## config.mk

```make
export PLATFORM = sky130hd
export DESIGN_NAME = seg_scan_arbiter
export DESIGN_NICKNAME = d
export VERILOG_FILES = /design/src/rtl/seg_scan_arbiter.sv
export SDC_FILE = /design/constraint.sdc
export NUM_CORES = 1
export LEC_CHECK = 0
export CAP_MARGIN = 20
export CORE_ASPECT_RATIO = 0.8
export CORE_MARGIN = 5
export CORE_UTILIZATION = 50
export DETAILED_ROUTE_END_ITERATION = 8
export PLACE_DENSITY = 0.7
export SLEW_MARGIN = 20
export SYNTH_ARGS = -nofsm -noshare
export SYNTH_HDL_FRONTEND = slang
export SYNTH_SLANG_ARGS = --single-unit
```

## constraint.sdc

```tcl
create_clock -name clk -period 4.1 [get_ports clk]
set_input_delay 0.615 -clock clk [delete_from_list [all_inputs] [get_ports clk]]
set_output_delay 0.615 -clock clk [all_outputs]
set_load 0.01 [all_outputs]
```

## src/rtl/seg_scan_arbiter.sv

```systemverilog
// seg_scan_arbiter
// Lets two 16-bit sources share one 4-digit multiplexed 7-segment display.
// Sources are arbitrated round-robin. A granted source keeps the display for
// at least HOLD_FRAMES full scan frames. The grant can only change at a frame
// boundary, so no frame is ever shown half from one source and half from the
// other.
//
// Ports:
//   clk       system clock, rising edge
//   rst       asynchronous active-high reset
//   req_a     source A request (level)
//   data_a    source A value, [15:12] = leftmost digit
//   req_b     source B request (level)
//   data_b    source B value
//   blank_lz  1 = blank leading zero digits (digit 0 always lit)
//   seg       segments {g,f,e,d,c,b,a}, active low, registered
//   dp        decimal point, active low; lit on digit 0 while B is shown
//   an        digit anodes, active low one-hot, an[0] = rightmost digit
//   grant     01 = A shown, 10 = B shown, 00 = idle
//   busy      grant != 00
module seg_scan_arbiter #(
    parameter int REFRESH_BITS = 16,
    parameter int HOLD_FRAMES  = 64
) (
    input  logic        clk,
    input  logic        rst,
    input  logic        req_a,
    input  logic [15:0] data_a,
    input  logic        req_b,
    input  logic [15:0] data_b,
    input  logic        blank_lz,
    output logic [6:0]  seg,
    output logic        dp,
    output logic [3:0]  an,
    output logic [1:0]  grant,
    output logic        busy
);

    typedef enum logic [1:0] {IDLE, SHOW_A, SHOW_B} state_t;

    state_t                  state_reg, state_next;
    logic [REFRESH_BITS-1:0] presc_reg, presc_next;
    logic [1:0]              digit_reg, digit_next;
    logic [7:0]              frame_reg, frame_next;
    logic [15:0]             value_reg, value_next;
    logic                    last_b_reg, last_b_next;   // 1 = B was served last
    logic [6:0]              seg_reg, seg_next;
    logic                    dp_reg, dp_next;
    logic [3:0]              an_reg, an_next;
    logic [1:0]              grant_reg, grant_next;

    logic                    tick, frame_end, hold_done;
    logic                    cur_req, other_req;
    logic [15:0]             cur_data, other_data;
    logic [3:0]              lz;          // lz[k]: nibbles k..3 are all zero
    logic [3:0]              nibble;

    function automatic logic [6:0] decode(input logic [3:0] n);
        case (n)
            4'h0: decode = 7'h40;
            4'h1: decode = 7'h79;
            4'h2: decode = 7'h24;
            4'h3: decode = 7'h30;
            4'h4: decode = 7'h19;
            4'h5: decode = 7'h12;
            4'h6: decode = 7'h02;
            4'h7: decode = 7'h78;
            4'h8: decode = 7'h00;
            4'h9: decode = 7'h10;
            4'hA: decode = 7'h08;
            4'hB: decode = 7'h03;
            4'hC: decode = 7'h46;
            4'hD: decode = 7'h21;
            4'hE: decode = 7'h06;
            default: decode = 7'h0E;
        endcase
    endfunction

    // Digit 0 is never blanked, so its flag is tied low.
    assign lz[0] = 1'b0;
    generate
        for (genvar gi = 1; gi < 4; gi++) begin : g_lz
            assign lz[gi] = (value_reg[15:gi*4] == '0);
        end
    endgenerate

    assign tick      = (presc_reg == '1);
    assign frame_end = tick && (digit_reg == 2'd3);
    // The frame end that brings the count up to HOLD_FRAMES already counts.
    assign hold_done = (frame_reg >= 8'(HOLD_FRAMES - 1));

    assign cur_req    = (state_reg == SHOW_A) ? req_a  : req_b;
    assign other_req  = (state_reg == SHOW_A) ? req_b  : req_a;
    assign cur_data   = (state_reg == SHOW_A) ? data_a : data_b;
    assign other_data = (state_reg == SHOW_A) ? data_b : data_a;

    // Next-state logic for the arbiter and the scan counters.
    always_comb begin
        state_next  = state_reg;
        presc_next  = presc_reg;
        digit_next  = digit_reg;
        frame_next  = frame_reg;
        value_next  = value_reg;
        last_b_next = last_b_reg;
        case (state_reg)
            SHOW_A, SHOW_B: begin
                presc_next = presc_reg + REFRESH_BITS'(1);
                if (tick)
                    digit_next = digit_reg + 2'd1;
                // Follow the live value while requested, freeze it otherwise.
                if (cur_req)
                    value_next = cur_data;
                if (frame_end) begin
                    if (frame_reg < 8'(HOLD_FRAMES))
                        frame_next = frame_reg + 8'd1;
                    if (hold_done) begin
                        if (other_req) begin
                            // The prescaler and digit wrap to 0 on this edge,
                            // so the new source starts on a clean frame.
                            state_next  = (state_reg == SHOW_A) ? SHOW_B : SHOW_A;
                            value_next  = other_data;
                            frame_next  = 8'd0;
                            last_b_next = (state_reg == SHOW_A);
                        end else if (!cur_req) begin
                            state_next = IDLE;
                        end
                    end
                end
            end
            default: begin
                presc_next = '0;
                digit_next = 2'd0;
                if (req_a && (!req_b || last_b_reg)) begin
                    state_next  = SHOW_A;
                    value_next  = data_a;
                    frame_next  = 8'd0;
                    last_b_next = 1'b0;
                end else if (req_b) begin
                    state_next  = SHOW_B;
                    value_next  = data_b;
                    frame_next  = 8'd0;
                    last_b_next = 1'b1;
                end
            end
        endcase
    end

    // Output drive. It is computed from the current digit, so the pins
    // lag the digit index by one register stage.
    always_comb begin
        nibble     = value_reg[{digit_reg, 2'b00} +: 4];
        seg_next   = 7'h7F;
        an_next    = 4'hF;
        dp_next    = 1'b1;
        grant_next = 2'b00;
        if (state_reg != IDLE) begin
            an_next  = ~(4'b0001 << digit_reg);
            seg_next = (blank_lz && lz[digit_reg]) ? 7'h7F : decode(nibble);
            dp_next  = !((state_reg == SHOW_B) && (digit_reg == 2'd0));
        end
        case (state_next)
            SHOW_A:  grant_next = 2'b01;
            SHOW_B:  grant_next = 2'b10;
            default: grant_next = 2'b00;
        endcase
    end

    always_ff @(posedge clk or posedge rst) begin
        if (rst) begin
            state_reg  <= IDLE;
            presc_reg  <= '0;
            digit_reg  <= 2'd0;
            frame_reg  <= 8'd0;
            value_reg  <= 16'h0000;
            last_b_reg <= 1'b1;
            seg_reg    <= 7'h7F;
            dp_reg     <= 1'b1;
            an_reg     <= 4'hF;
            grant_reg  <= 2'b00;
        end else begin
            state_reg  <= state_next;
            presc_reg  <= presc_next;
            digit_reg  <= digit_next;
            frame_reg  <= frame_next;
            value_reg  <= value_next;
            last_b_reg <= last_b_next;
            seg_reg    <= seg_next;
            dp_reg     <= dp_next;
            an_reg     <= an_next;
            grant_reg  <= grant_next;
        end
    end

    assign seg   = seg_reg;
    assign dp    = dp_reg;
    assign an    = an_reg;
    assign grant = grant_reg;
    assign busy  = (grant_reg != 2'b00);

endmodule
```

==> impl_metrics.json <==
{
  "post-dp-hpwl_um": 6410,
  "core_area_um2": 7840,
  "track_usage": 0.199,
  "final.setup.tns_ns": 0,
  "ir_worst_vdd_mv": 0.401,
  "die_y_um": 89.6,
  "rsz0062_at_grt": "no",
  "synth_flop_cell": "dfrtp_1",
  "status": "completed",
  "antenna_found_initial": 0,
  "first_pass_iters": 4,
  "ios": 52,
  "reg2regPathDepth": 7,
  "routedWlPerCell_um": 16.0,
  "finalCritPeriodShare": 0.732,
  "synthCells": 423,
  "slew_violations": 0,
  "leakagePower_nw": 1.97,
  "grt_pass1_vias": 3198,
  "min_period_ns": 3.00,
  "drive_gt1_frac": 0.120,
  "synthTopCellsByArea": "dfrtp_1 29%, mux2i_1 8.8%, dfstp_2 8.6%",
  "synth_area_leader_cell": "dfrtp_1",
  "wirelength_um": 9240,
  "ys_types": 50,
  "h-tree-depth": 3,
  "worstPathRequired_ns": 4.37,
  "ys_seq_elements": 59,
  "ant_nets": 0,
  "ctsResizeCount": 0,
  "r2r_start": "digit_reg[0]",
  "busiest_layer": "met2",
  "syn2layout_area_growth_pct": 19.9,
  "hold_viol": 0,
  "critPathKind": "flop to flop",
  "overflow": 0,
  "min_path_cells": 1,
  "gr-usage-met2": 0.305,
  "max_slew_margin": 0.379,
  "grt_use_met1": 0.281,
  "vias_per_cell": 5.77,
  "endpoint_kind": "flop",
  "fin_worst_skew_ns": 0.0110,
  "worstMarginPinSlew_ns": 0.932,
  "clockBufferDepth": 2,
  "fmax_mhz": 333,
  "seq_area_frac_synth": 0.377,
  "worstHoldEndpoint": "presc_reg[0]",
  "yosysWarnings": 0,
  "rows": 29,
  "drtIter0Drc": 167,
  "dr_total_vias": 3323,
  "grt_max_degree": 51,
  "setup_violations": 0,
  "worstPathArrival_ns": 3.27,
  "remaining_drc_errors": 0,
  "synth_area_per_cell_um2": 9.36,
  "die_area_um2": 9810,
  "antenna_cells": 0,
  "syn-num-nets": 475,
  "cts_buffers": 9,
  "layout.area.seq_um2": 1490,
  "hp-class": "flop to flop",
  "use_met3": 0.0407,
  "gp_congestion": 0.844,
  "num-fill-cells": 690,
  "io_buffers": 51,
  "multi_input_area_um2": 2300,
  "tritoncts": "built",
  "synth_most_common_cell": "nor2_1",
  "syn-cell-area_um2": 3960,
  "power.density_nw_per_um2": 659,
  "die_width_um": 110,
  "critPathMaxFanout": 20,
  "yosysTopAreaCellShare": 0.291,
  "cts_setup_buffers": 0,
  "fin_nets": 515,
  "start_util": 0.505,
  "clk_pin_slew_worst_paths_ns": 0.07,
  "clkSinkCount": 59,
  "drv_cap": 0,
  "startpoint_type": "flop",
  "root_buffer": "clkbuf_8",
  "synthArstFlopShare": 1.00,
  "r2r_end": "last_b_reg",
  "synth_common_cells": "49 x nor2_1, 46 x dfrtp_1, 38 x a21oi_1, 35 x mux2i_1, 22 x clkbuf_1",
  "finalPower_mw": 3.13,
  "synth_edf_count": 0,
  "clk_latency_ns": 0.34,
  "min_from": "presc_reg[0]",
  "rrSetupSlack_ns": 1.10,
  "hold_buffers": 0,
  "grt_first_pass_wirelength_um": 15200
}
[where the power goes]
part | leakage [nW] | switching (mW) | internal, mW
clock network | 0.106 | 0.230 | 0.313
logic | 1.14 | 0.855 | 0.757
registers | 0.722 | 0.173 | 0.803
total | 1.97 | 1.26 | 1.87
[stage by stage]
stage	std cells	hold slack (ns)	area (µm²)	util	worst slack [ns]
floorplan	423	0.445	3960	-	1.84
global placement	560	0.465	4540	0.580	1.08
detailed placement	560	0.475	4540	0.580	1.01
CTS	576	0.487	4750	0.606	1.11
global route	576	0.509	4750	0.606	0.930
finish	576	0.485	4750	0.606	1.10
[kinds of logic after synthesis]
logic type,after synthesis,synth area share
fa+ha+maj,15,0.0474
simple gates,131,0.166
mux,42,0.123
flops,59,0.377
buf+inv,42,0.0433
xor+xnor,18,0.0398
compound gates,116,0.203
[critical path, stage by stage (launching register included)]
cell	delay, ns
dfrtp_1	0.55
ha_1	0.24
nand4_1	0.10
or4_4	0.49
or2_1	0.58
o21ai_0	0.27
and2_1	0.31
mux2_2	0.37
[how the worst max path moves through the flow]
stage,slack [ns],startpoint,to,cells after the start
floorplan,1.84,digit_reg[1],value_reg[1],9
global route,0.93,digit_reg[0],value_reg[12],7
CTS,1.11,digit_reg[0],last_b_reg,7
global placement,1.08,req_a,frame_reg[5],7
detailed placement,1.01,req_a,frame_reg[5],7
finish,1.10,digit_reg[0],last_b_reg,7
[layout make-up]
type,instances,share of cell area
Clock inverter,4,0.0103
Clock buffer,12,0.0327
Sequential cell,59,0.314
Inverter,13,0.0103
Tap cell,108,0.0285
Multi-Input combinational cell,322,0.485
Timing Repair Buffer,58,0.119
[per-layer routing]
layer  vias to the layer above  share of wire
met5                         -              0
met4                         0         0.0074
met3                         6          0.069
met2                       116           0.45
met1                      1585           0.47
li1                       1616              -
[layout by cell type, fill, tap and decap left out, types with 2 or more instances in the layout]
master           netlist  routed
a21oi_1               38      38
dfrtp_1               46      46
o21ai_2                1       2
nor3_1                 2       2
nand4_1                8       8
mux2i_1               35      34
or3_1                  2       2
clkbuf_8               0      11
o221ai_1              21      21
a21boi_0               3       3
xnor2_1               11      11
xor2_1                 7       7
o22ai_1                2       2
buf_4                  1       7
inv_1                 13      12
o21ai_0               11      11
nand2_1               19      19
mux4_2                 5       5
nor2_1                49      49
and2_1                16      16
dfstp_2               13      13
nand3_1                8       8
clkdlybuf4s50_1        0      51
nand2b_1               6       6
clkinv_2               0       2
nor2b_1                4       4
ha_1                  15      15
or2_2                  5       5
a22oi_1               16      16
o21a_1                16      16
nor4_1                 4       4
No activity file was read; power rests on OpenSTA's default activity.
